### config.mk
export PLATFORM = sky130hd
export DESIGN_NAME = spot_manager_flat
export DESIGN_NICKNAME = d
export VERILOG_FILES = /design/src/rtl/spot_manager_if.sv /design/src/rtl/spot_manager.sv /design/src/flat_wrapper.sv
export SDC_FILE = /design/constraint.sdc
export NUM_CORES = 1
export LEC_CHECK = 0
export ABC_AREA = 1
export CAP_MARGIN = 20
export CORE_AREA = 2 2 92 94
export CTS_BUF_LIST = sky130_fd_sc_hd__clkbuf_8
export DETAILED_ROUTE_END_ITERATION = 8
export DIE_AREA = 0 0 94 96
export GPL_ROUTABILITY_DRIVEN = 0
export PLACE_DENSITY = 0.74
export SLEW_MARGIN = 20
export SYNTH_ARGS = -nofsm -noshare
export SYNTH_HDL_FRONTEND = slang
export SYNTH_SLANG_ARGS = --single-unit
export TNS_END_PERCENT = 50
### constraint.sdc
create_clock -name clock -period 2.55 [get_ports clock]
set_clock_uncertainty 0.15 [all_clocks]
set_input_delay 0.3825 -clock clock [delete_from_list [all_inputs] [get_ports clock]]
set_output_delay 0.3825 -clock clock [all_outputs]
set_load 0.02 [all_outputs]
### src/rtl/spot_manager_if.sv
// spot_manager_if: request/response bundle between the lot controller and its client; cancel exists only with SPOT_CANCEL_EN
interface spot_manager_if;
  logic       hour_tick;
  logic       park;
  logic       checkout;
  logic [1:0] spot_sel;
  logic [1:0] park_size;
  logic       leave;
`ifdef SPOT_CANCEL_EN
  logic       cancel;
`endif
  logic [8:0] start;
  logic [8:0] final1;
  logic [1:0] size;
  logic       calculate_fare;
  logic       park_ack;
  logic       req_nack;
  logic       busy;
  logic [3:0] occupied;
  logic       lot_full;
  logic [8:0] now;
  modport master (
    output hour_tick, park, checkout, spot_sel, park_size, leave,
`ifdef SPOT_CANCEL_EN
    output cancel,
`endif
    input start, final1, size, calculate_fare, park_ack, req_nack, busy, occupied, lot_full, now
  );
  modport slave (
    input hour_tick, park, checkout, spot_sel, park_size, leave,
`ifdef SPOT_CANCEL_EN
    input cancel,
`endif
    output start, final1, size, calculate_fare, park_ack, req_nack, busy, occupied, lot_full, now
  );
endinterface

### src/rtl/spot_manager.sv
// spot_manager: four-spot parking lot controller with lot clock and billing handoff; SPOT_CANCEL_EN adds billing cancel
module spot_manager #(
  parameter logic [8:0] TIME_LIMIT = 9'd511
) (
  input logic           clock,
  input logic           gl_reset,
  spot_manager_if.slave b
);
  typedef enum logic [1:0] {S_IDLE, S_BILLING, S_RELEASE} state_e;
  state_e     state_q, state_d;
  logic [8:0] now_q, now_d;
  logic [3:0] occ_q, occ_d;
  logic [8:0] entry_q [4];
  logic [8:0] entry_d [4];
  logic [1:0] size_q [4];
  logic [1:0] size_d [4];
  logic [1:0] sel_q, sel_d;
  logic [8:0] fin_q, fin_d;
  logic       ack_q, ack_d, nack_q, nack_d;
  logic       cancel_in;
`ifdef SPOT_CANCEL_EN
  assign cancel_in = b.cancel;
`else
  assign cancel_in = 1'b0;
`endif
  wire billing = state_q == S_BILLING;
  assign b.start          = billing ? entry_q[sel_q] : 9'd0;
  assign b.final1         = billing ? fin_q : 9'd0;
  assign b.size           = billing ? size_q[sel_q] : 2'd0;
  assign b.calculate_fare = billing;
  assign b.busy           = state_q != S_IDLE;
  assign b.occupied       = occ_q;
  assign b.lot_full       = &occ_q;
  assign b.now            = now_q;
  assign b.park_ack       = ack_q;
  assign b.req_nack       = nack_q;
  // next state: saturating lot clock, request handling in idle, billing exit
  always_comb begin
    state_d = state_q;
    now_d   = (b.hour_tick && now_q < TIME_LIMIT) ? now_q + 9'd1 : now_q;
    occ_d   = occ_q;
    entry_d = entry_q;
    size_d  = size_q;
    sel_d   = sel_q;
    fin_d   = fin_q;
    ack_d   = 1'b0;
    nack_d  = 1'b0;
    case (state_q)
      S_IDLE: begin
        if (b.park) begin
          if (!occ_q[b.spot_sel] && b.park_size != 2'b00) begin
            occ_d[b.spot_sel]   = 1'b1;
            entry_d[b.spot_sel] = now_q;
            size_d[b.spot_sel]  = b.park_size;
            ack_d               = 1'b1;
          end else nack_d = 1'b1;
        end else if (b.checkout) begin
          if (occ_q[b.spot_sel]) begin
            sel_d   = b.spot_sel;
            fin_d   = now_q;
            state_d = S_BILLING;
          end else nack_d = 1'b1;
        end
      end
      S_BILLING: state_d = cancel_in ? S_IDLE : b.leave ? S_RELEASE : S_BILLING;
      S_RELEASE: begin
        occ_d[sel_q] = 1'b0;
        state_d      = S_IDLE;
      end
      default: state_d = S_IDLE;
    endcase
  end
  // state registers with synchronous reset
  always_ff @(posedge clock) begin
    if (gl_reset) begin
      state_q <= S_IDLE;
      now_q   <= '0;
      occ_q   <= '0;
      entry_q <= '{default: '0};
      size_q  <= '{default: '0};
      sel_q   <= '0;
      fin_q   <= '0;
      ack_q   <= 1'b0;
      nack_q  <= 1'b0;
    end else begin
      state_q <= state_d;
      now_q   <= now_d;
      occ_q   <= occ_d;
      entry_q <= entry_d;
      size_q  <= size_d;
      sel_q   <= sel_d;
      fin_q   <= fin_d;
      ack_q   <= ack_d;
      nack_q  <= nack_d;
    end
  end
endmodule

### src/flat_wrapper.sv
// flat-port wrapper written by rule: the top's interface ports become plain ports
module spot_manager_flat 
#(
  parameter logic [8:0] TIME_LIMIT = 9'd511
)
  (clock, gl_reset, b_hour_tick, b_park, b_checkout, b_spot_sel, b_park_size, b_leave, b_start, b_final1, b_size, b_calculate_fare, b_park_ack, b_req_nack, b_busy, b_occupied, b_lot_full, b_now);
  spot_manager_if b_i ();
  input logic clock;
  input logic gl_reset;
  input wire logic [$bits(b_i.hour_tick)-1:0] b_hour_tick;
  input wire logic [$bits(b_i.park)-1:0] b_park;
  input wire logic [$bits(b_i.checkout)-1:0] b_checkout;
  input wire logic [$bits(b_i.spot_sel)-1:0] b_spot_sel;
  input wire logic [$bits(b_i.park_size)-1:0] b_park_size;
  input wire logic [$bits(b_i.leave)-1:0] b_leave;
  output wire logic [$bits(b_i.start)-1:0] b_start;
  output wire logic [$bits(b_i.final1)-1:0] b_final1;
  output wire logic [$bits(b_i.size)-1:0] b_size;
  output wire logic [$bits(b_i.calculate_fare)-1:0] b_calculate_fare;
  output wire logic [$bits(b_i.park_ack)-1:0] b_park_ack;
  output wire logic [$bits(b_i.req_nack)-1:0] b_req_nack;
  output wire logic [$bits(b_i.busy)-1:0] b_busy;
  output wire logic [$bits(b_i.occupied)-1:0] b_occupied;
  output wire logic [$bits(b_i.lot_full)-1:0] b_lot_full;
  output wire logic [$bits(b_i.now)-1:0] b_now;
  assign b_i.hour_tick = b_hour_tick;
  assign b_i.park = b_park;
  assign b_i.checkout = b_checkout;
  assign b_i.spot_sel = b_spot_sel;
  assign b_i.park_size = b_park_size;
  assign b_i.leave = b_leave;
  assign b_start = b_i.start;
  assign b_final1 = b_i.final1;
  assign b_size = b_i.size;
  assign b_calculate_fare = b_i.calculate_fare;
  assign b_park_ack = b_i.park_ack;
  assign b_req_nack = b_i.req_nack;
  assign b_busy = b_i.busy;
  assign b_occupied = b_i.occupied;
  assign b_lot_full = b_i.lot_full;
  assign b_now = b_i.now;
  spot_manager #(.TIME_LIMIT(TIME_LIMIT)) u_core (.clock(clock), .gl_reset(gl_reset), .b(b_i));
endmodule
==> impl_metrics.tcl, run 1 <==
set metrics [dict create \
    ys_ff_latch 72 \
    leakagePower_nw 2.25 \
    fin_area_um2 4240 \
    clk_latency_ps 350 \
    clk_pin_slew_ps 70 \
    antenna_found_initial 0 \
    yosysMostFrequentCell "nor2_1" \
    power_density_nw_per_um2 534 \
    grt_pass1_vias 3055 \
    worstPathRequired_ps 2020 \
    grt_max_degree 39 \
    cts_hold_buf 0 \
    gr-total-overflow 0 \
    dr.pass1.iters 5 \
    htree_levels 3 \
    worstMarginPinSlew_ps 632 \
    crit_fanout 9 \
    whs_ps 305 \
    final_cells 686 \
    grt_use_total 0.193 \
    yosysUniqueCellTypes 25 \
    crit_type "reg -> out" \
    fmax_mhz 434 \
    period_needed_ps 2300 \
    die_w_um 94 \
    layout-drive-gt1-share 0.0723 \
    start_kind "flop" \
    post-route-util 0.527 \
    rsz0062_at_grt "no" \
    synth_top_area_cell "dfxtp_1" \
    detailedPlacementHpwl_um 5660 \
    fp.dieArea_um2 9020 \
    syn_area_um2 3500 \
    ys.flop_type "dfxtp_1" \
    cts_tree "built" \
    synth_edf_count 0 \
    die_h_um 96 \
    finalHoldViolations 0 \
    area_growth_syn_to_layout_pct 21.0 \
    wirelength_um 8420 \
    pre_cts_slack_ps 159 \
    setup_viol 0 \
    antenna_left 0 \
    postCtsSetupBuffers 0 \
    slew_viol_final 0 \
    io_buffers 47 \
    io_pins 48 \
    synth_area_leaders "dfxtp_1 41%, nor2_1 14%, nand2_1 13%, inv_1 8.2%, o22ai_1 3.9%" \
    start_util 0.435 \
    vias_per_cell 4.91 \
    yosys-top-cells-count "130 x nor2_1, 126 x nand2_1, 77 x inv_1, 72 x dfxtp_1, 23 x a21oi_1" \
    clock_path_buffers 2 \
    status "finished clean" \
    synth_top_area_frac 0.411 \
    power.total_mw 2.27 \
    setup-tns-final_ps 0 \
    relSlewSlack 0.578 \
    finalCritPeriodShare 0.903 \
    diodes 0 \
    grt_pass1_wl_um 13700 \
    cts_buffers 9 \
    netlist_instances 539 \
    layout_setup_ws_ps 247 \
    clockRootBuffer "clkbuf_8" \
    arrival_ps 1770 \
    post_drt_wl_per_cell_um 12.3 \
    placed_cells 671 \
    fin_nets 588 \
    first_iter_violations 228 \
    yosys_warnings 0 \
    vdd_drop_max_mv 0.283 \
    drc 0 \
    std_cell_rows 33 \
    dpl_cell_area_um2 4040 \
    core_um2 8050 \
    vias 3370 \
    async_reset_ff_frac 0 \
    cts.sinks 72 \
    syn_area_per_cell_um2 6.50 \
    synth_nets 550 \
    hold_path_class "reg -> reg" \
    drv_cap 0 \
    fillCellCount 799 \
    seq_area_frac_synth 0.411 \
    cp-end-kind "primary output" \
]
## placed cells by master, fill, tap and decap left out
| cell type | synthesis | layout |
|---|---|---|
| nand3_1 | 16 | 16 |
| nor2_8 | 1 | 1 |
| xor2_1 | 2 | 2 |
| buf_4 | 0 | 10 |
| nor2_1 | 130 | 130 |
| nand2_1 | 126 | 125 |
| nand4_4 | 4 | 4 |
| or2_2 | 1 | 1 |
| clkinv_2 | 0 | 2 |
| o21ai_1 | 4 | 4 |
| o21ai_2 | 1 | 1 |
| ha_1 | 1 | 1 |
| nor2_2 | 1 | 1 |
| dlymetal6s2s_1 | 0 | 13 |
| buf_12 | 0 | 1 |
| dlygate4sd2_1 | 0 | 7 |
| o21ai_0 | 12 | 12 |
| o22ai_1 | 22 | 22 |
| nand4_1 | 2 | 2 |
| dfxtp_1 | 72 | 72 |
| inv_2 | 4 | 5 |
| clkinvlp_4 | 0 | 1 |
| xnor2_1 | 2 | 2 |
| nor3_1 | 4 | 4 |
| inv_1 | 77 | 77 |
| clkbuf_8 | 0 | 11 |
| a21oi_1 | 23 | 23 |
| nand2_2 | 3 | 4 |
| clkdlybuf4s50_1 | 0 | 27 |
## power by group
group	switching (mW)	total (mW)	internal, mW	leakage [nW]
Clock	0.415	0.809	0.394	0.0924
Combinational	0.165	0.261	0.0960	1.57
Sequential	0.0243	1.19	1.17	0.586
Total	0.605	2.27	1.66	2.25
## cell families after synthesis
logic type,count (synthesis),share of synthesized area
simple gates,288,0.345
buf+inv,112,0.132
flops,72,0.411
compound gates,62,0.0975
xor+xnor,4,0.0100
fa+ha+maj,1,0.00357
## repair_timing
item	4_1_cts	5_1_grt
setup endpoints to repair	20	13
gates cloned	0	0
gates resized for setup	9	13
## metal layers
layer  vias to the layer above  global-route usage  wire length (um)  part of all wire
li1                       1708                   -                 -                 -
met2                        94               0.333              4020              0.48
met3                        21              0.0321               447             0.053
met1                      1547               0.239              3770              0.45
met5                         -                   0                 0                 0
met4                         0              0.0797               174             0.021
## final cells by class
| type | count | area, um2 | area share |
|---|---|---|---|
| clock buffer | 11 | 151 | 0.0357 |
| clock inverter | 4 | 21.3 | 0.00502 |
| inverter | 81 | 304 | 0.0717 |
| multi-input combinational | 355 | 1600 | 0.378 |
| sequential | 72 | 1440 | 0.340 |
| tap | 105 | 131 | 0.0310 |
| timing repair buffer | 58 | 589 | 0.139 |
## sequential cells by signal, indices dropped and copies added, names as in the netlist
register and flops:
u_core.b.occupied 4, u_core.b.req_nack 1, u_core.size_q 8, u_core.b.park_ack 1, u_core.entry_q 36, u_core.state_q 2
u_core.fin_q 9, u_core.b.now 9, u_core.sel_q 2
## worst paths after layout
kind	from	to	slack [ps]	cells past startpoint
worst max-delay path	u_core.sel_q[0]$_SDFFE_PP0P_	b_start[8]	250	7
worst min-delay path	u_core.fin_q[7]$_SDFFE_PP0P_	u_core.fin_q[7]$_SDFFE_PP0P_	300	2
worst max register to register	u_core.b.now[4]$_SDFFE_PP0P_	u_core.b.now[1]$_SDFFE_PP0P_	650	10
worst min register to register	u_core.fin_q[7]$_SDFFE_PP0P_	u_core.fin_q[7]$_SDFFE_PP0P_	300	2
## worst max-delay path, cell delays in order, from the launching register on
cell           delay (ps)
dfxtp_1               320
inv_1                 100
nand2_1               140
buf_4                 220
o22ai_1               130
nor2_1                 60
nor2_1                120
dlygate4sd2_1         350
No activity file was read; power rests on OpenSTA's default activity.
==> run 2, diff against run 1 <==
--- a/config.mk
+++ b/config.mk
@@ -12,6 +12,7 @@
 export DETAILED_ROUTE_END_ITERATION = 8
 export DIE_AREA = 0 0 94 96
 export GPL_ROUTABILITY_DRIVEN = 0
+export MAX_ROUTING_LAYER = met4
 export PLACE_DENSITY = 0.74
 export SLEW_MARGIN = 20
 export SYNTH_ARGS = -nofsm -noshare
==> impl_metrics.tcl, run 2 (synthesized netlist as in run 1, its figures left out) <==
set metrics [dict create \
    die_h_um 96 \
    hold-path-cell-count 2 \
    fp.dieArea_um2 9020 \
    cts_tree "built" \
    r2r-start "u_core.b.now[5]$_SDFFE_PP0P_" \
    detailedPlacementHpwl_um 5660 \
    combPwrFrac 0.115 \
    antenna_left 0 \
    clk_latency_ps 340 \
    gr-total-overflow 0 \
    grt_pass1_vias 3056 \
    netSwitchingFraction 0.265 \
    cts.sinks 72 \
    clockRootBuffer "clkbuf_8" \
    fin_nets 588 \
    relSlewSlack 0.585 \
    dr.pass1.iters 5 \
    post_drt_wl_per_cell_um 12.3 \
    drv_cap 0 \
    internal_power_mw 1.66 \
    p_sw_mw 0.600 \
    wirelength_um 8430 \
    vdd_drop_max_mv 0.281 \
    final_cells 686 \
    cp_slowest_cell "dlygate4sd2_1" \
    start_kind "flop" \
    crit_type "reg -> out" \
    hold_path_class "reg -> reg" \
    clock_path_buffers 2 \
    diodes 0 \
    grt_use_total 0.198 \
    std_cell_rows 33 \
    period_needed_ps 2310 \
    fmax_mhz 433 \
    arrival_ps 1780 \
    worstPathRequired_ps 2020 \
    p_clk_frac 0.356 \
    vias_per_cell 4.87 \
    status "finished clean" \
    whs_endpoint "u_core.fin_q[7]$_SDFFE_PP0P_" \
    cpMostUsedCell "nor2_1" \
    rr_worst_depth 10 \
    cp-end-kind "primary output" \
    layout-drive-gt1-share 0.0723 \
    rsz0062_at_grt "no" \
    cts_buffers 9 \
    grt_pass1_wl_um 13700 \
    cpPeakStageDelay_ps 350 \
    seqPwrFrac 0.528 \
    r2r_end "u_core.b.now[1]$_SDFFE_PP0P_" \
    first_iter_violations 212 \
    io_buffers 47 \
    layout_common_cells "130 x nor2_1, 125 x nand2_1, 77 x inv_1" \
    drc 0 \
    min-delay-start "u_core.fin_q[7]$_SDFFE_PP0P_" \
    setup_viol 0 \
    vias 3342 \
    htree_levels 3 \
    start_util 0.435 \
    finalHoldViolations 0 \
    crit_family "buffers and inverters" \
    area_growth_syn_to_layout_pct 21.0 \
    grt_max_degree 39 \
    layout_commonest_cell "nor2_1" \
    core_um2 8050 \
    largest_reg_flops 36 \
    worstMarginPinSlew_ps 621 \
    die_w_um 94 \
    leakagePower_nw 2.25 \
    regMostFlops "u_core.entry_q" \
    antenna_found_initial 0 \
    reg2reg_slack_ps 640 \
    io_pins 48 \
    crit_fanout 9 \
    finalCritPeriodShare 0.906 \
    clk_pin_slew_ps 70 \
    path_cells "inv_1 > nand2_1 > buf_4 > o22ai_1 > nor2_1 > nor2_1 > dlygate4sd2_1" \
    placed_cells 671 \
    setup-tns-final_ps 0 \
    power_density_nw_per_um2 533 \
    critPathBufInv 3 \
    slew_viol_final 0 \
]
==> run 2: worst max-delay path by stage <==
| stage | startpoint | slack (ps) | end | depth (start not counted) |
|---|---|---|---|---|
| 2_1_floorplan | u_core.state_q[0]$_SDFFE_PP0P_ | 640 | b_size[1] | 5 |
| 3_3_place_gp | u_core.sel_q[0]$_SDFFE_PP0P_ | 260 | b_start[4] | 6 |
| 3_5_place_dp | b_spot_sel[1] | 160 | u_core.entry_q[23]$_SDFFE_PP0P_ | 9 |
| 4_1_cts | u_core.sel_q[1]$_SDFFE_PP0P_ | 3 | b_start[2] | 7 |
| 5_1_grt | u_core.sel_q[1]$_SDFFE_PP0P_ | 100 | b_start[5] | 7 |
| 6_report | u_core.sel_q[0]$_SDFFE_PP0P_ | 240 | b_start[8] | 7 |
==> run 2: worst reg2reg max path, delay by kind of cell, from the launching register on <==
family / cells / cell delay [ps]
buf+inv: 3 / 250
simple gates: 7 / 880
flops: 1 / 570
==> run 2: layout make-up <==
type | count | area, um2
tap | 105 | 131
sequential | 72 | 1440
timing repair buffer | 58 | 589
multi-input combinational | 355 | 1600
fill | 799 | 3810
clock buffer | 11 | 151
inverter | 81 | 304
clock inverter | 4 | 21.3
==> run 2: routing by layer <==
| layer | global-route usage | vias up | part of all wire |
|---|---|---|---|
| met2 | 0.333 | 83 | 0.48 |
| met4 | 0.0797 | 0 | 0.014 |
| met1 | 0.239 | 1541 | 0.46 |
| met3 | 0.0321 | 10 | 0.047 |
| met5 | - | - | 0 |
| li1 | - | 1708 | - |
==> run 2: power by group through the flow <==
| stage | clock (mW) | combinational (mW) | sequential (mW) |
|---|---|---|---|
| 6_report | 0.805 | 0.261 | 1.19 |
| 2_1_floorplan | 0 | 0.181 | 1.22 |
| 5_1_grt | 0.870 | 0.296 | 1.20 |
| 3_5_place_dp | 0 | 0.258 | 1.22 |
| 3_3_place_gp | 0 | 0.252 | 1.22 |
| 4_1_cts | 0.816 | 0.260 | 1.20 |
==> run 2: metrics by stage <==
| step | setup slack, ps | utilization | power (mW) | hold WS (ps) | area [um2] |
|---|---|---|---|---|---|
| after floorplan | 641 | - | 1.40 | 280 | 3500 |
| after global placement | 264 | 0.502 | 1.47 | 293 | 4040 |
| after detailed placement | 159 | 0.502 | 1.48 | 297 | 4040 |
| after CTS | 2.89 | 0.523 | 2.27 | 309 | 4210 |
| after global routing | 99.3 | 0.527 | 2.36 | 338 | 4240 |
| final | 241 | 0.527 | 2.26 | 305 | 4240 |
==> run 2: repair_timing <==
| item | CTS | global route |
|---|---|---|
| resized for setup | 9 | 13 |
| setup endpoints to repair | 20 | 13 |
| buffers inserted | 0 | 0 |
| cloned | 0 | 0 |
| hold buffers | 0 | 0 |
==> run 3, diff against run 2 <==
--- a/config.mk
+++ b/config.mk
@@ -14,6 +14,7 @@
 export GPL_ROUTABILITY_DRIVEN = 0
 export MAX_ROUTING_LAYER = met4
 export PLACE_DENSITY = 0.74
+export RECOVER_POWER = 25
 export SLEW_MARGIN = 20
 export SYNTH_ARGS = -nofsm -noshare
 export SYNTH_HDL_FRONTEND = slang
==> impl_metrics.tcl, run 3 (synthesized netlist as in run 1, its figures left out) <==
set metrics [dict create \
    drv_cap 0 \
    finalCritPeriodShare 0.912 \
    antenna_found_initial 0 \
    clk_latency_ps 340 \
    crit_type "reg -> out" \
    leakagePower_nw 2.27 \
    layout_common_cells "130 x nor2_1, 127 x nand2_1, 79 x inv_1" \
    whs_endpoint "u_core.fin_q[7]$_SDFFE_PP0P_" \
    relSlewSlack 0.584 \
    r2r-start "u_core.b.now[4]$_SDFFE_PP0P_" \
    reg2reg_slack_ps 510 \
    setup_viol 0 \
    vias 3337 \
    grt_max_degree 39 \
    finalHoldViolations 0 \
    core_um2 8050 \
    regMostFlops "u_core.entry_q" \
    htree_levels 3 \
    power.total_mw 2.25 \
    grt_use_total 0.198 \
    grt_pass1_wl_um 13700 \
    fin_nets 588 \
    post-route-util 0.525 \
    clockRootBuffer "clkbuf_8" \
    postCtsSetupBuffers 0 \
    io_buffers 47 \
    io_pins 48 \
    period_needed_ps 2330 \
    grt_pass1_vias 3056 \
    area_growth_syn_to_layout_pct 20.7 \
    dpl_cell_area_um2 4040 \
    detailedPlacementHpwl_um 5660 \
    first_iter_violations 209 \
    wirelength_um 8370 \
    start_kind "flop" \
    arrival_ps 1790 \
    post_drt_wl_per_cell_um 12.2 \
    std_cell_rows 33 \
    layout_commonest_cell "nor2_1" \
    hold_path_class "reg -> reg" \
    hold-path-cell-count 2 \
    crit_fanout 15 \
    vdd_drop_max_mv 0.277 \
    worstMarginPinSlew_ps 623 \
    clock_path_buffers 2 \
    whs_ps 305 \
    cp-end-kind "primary output" \
    status "finished clean" \
    cts_tree "built" \
    antenna_left 0 \
    rsz0062_at_grt "no" \
    worstPathRequired_ps 2020 \
    cts_buffers 9 \
    fillCellCount 803 \
    power_density_nw_per_um2 533 \
    die_h_um 96 \
    dr.pass1.iters 5 \
    start_util 0.435 \
    fp.dieArea_um2 9020 \
    seq_area_um2 1440 \
    cts.sinks 72 \
    min-delay-start "u_core.fin_q[7]$_SDFFE_PP0P_" \
    clk_pin_slew_ps 70 \
    largest_reg_flops 36 \
    setup-tns-final_ps 0 \
    die_w_um 94 \
    slew_viol_final 0 \
    rr_worst_depth 10 \
    layout-drive-gt1-share 0.0637 \
    drc 0 \
    vias_per_cell 4.86 \
    gr-total-overflow 0 \
    r2r_end "u_core.b.now[1]$_SDFFE_PP0P_" \
    fmax_mhz 430 \
    multiInputGateArea_um2 1590 \
    diodes 0 \
    fin_area_um2 4230 \
]
-- run 3: timing repair --
item	4_1_cts	5_1_grt
hold buffers	0	0
resized for setup	9	13
endpoints found under the setup margin	20	13
-- run 3: cell type report --
| type | instances | area share |
|---|---|---|
| clock buffer | 11 | 0.0358 |
| clock inverter | 4 | 0.00503 |
| inverter | 81 | 0.0719 |
| multi-input combinational | 355 | 0.377 |
| sequential | 72 | 0.341 |
| tap | 105 | 0.0311 |
| timing repair buffer | 58 | 0.139 |
-- run 3: worst max path at each step --
| stage | from | to | slack (ps) | cells past startpoint |
|---|---|---|---|---|
| 2_1_floorplan | u_core.state_q[0]$_SDFFE_PP0P_ | b_size[1] | 640 | 5 |
| 3_3_place_gp | u_core.sel_q[0]$_SDFFE_PP0P_ | b_start[4] | 260 | 6 |
| 3_5_place_dp | b_spot_sel[1] | u_core.entry_q[23]$_SDFFE_PP0P_ | 160 | 9 |
| 4_1_cts | u_core.sel_q[1]$_SDFFE_PP0P_ | b_start[2] | 3 | 7 |
| 5_1_grt | b_spot_sel[1] | u_core.fin_q[1]$_SDFFE_PP0P_ | 90 | 8 |
| 6_report | u_core.state_q[0]$_SDFFE_PP0P_ | b_start[6] | 220 | 6 |
-- run 3: stage by stage --
step	worst slack, ps	std cells
2_1_floorplan	641	539
3_3_place_gp	264	671
3_5_place_dp	159	671
4_1_cts	2.89	686
5_1_grt	86.7	686
6_report	224	686
-- run 3: where the power goes --
part | total, mW | switching (mW) | leakage (nW) | internal [mW]
clock network | 0.802 | 0.407 | 0.0924 | 0.394
logic | 0.256 | 0.164 | 1.59 | 0.0928
registers | 1.19 | 0.0240 | 0.586 | 1.17
-- run 3: per-layer routing --
layer	share of wire	global-route usage	vias to the layer above
met4	0.013	0.0797	0
met3	0.045	0.0321	12
met2	0.48	0.333	81
met1	0.46	0.239	1535
met5	0	-	-
li1	-	-	1709
-- run 3: critical path, stage by stage, from the launching register on --
cell,delay [ps]
dfxtp_1,370
inv_2,60
nor2_1,160
inv_1,210
buf_12,210
nor2_1,110
dlygate4sd2_1,340
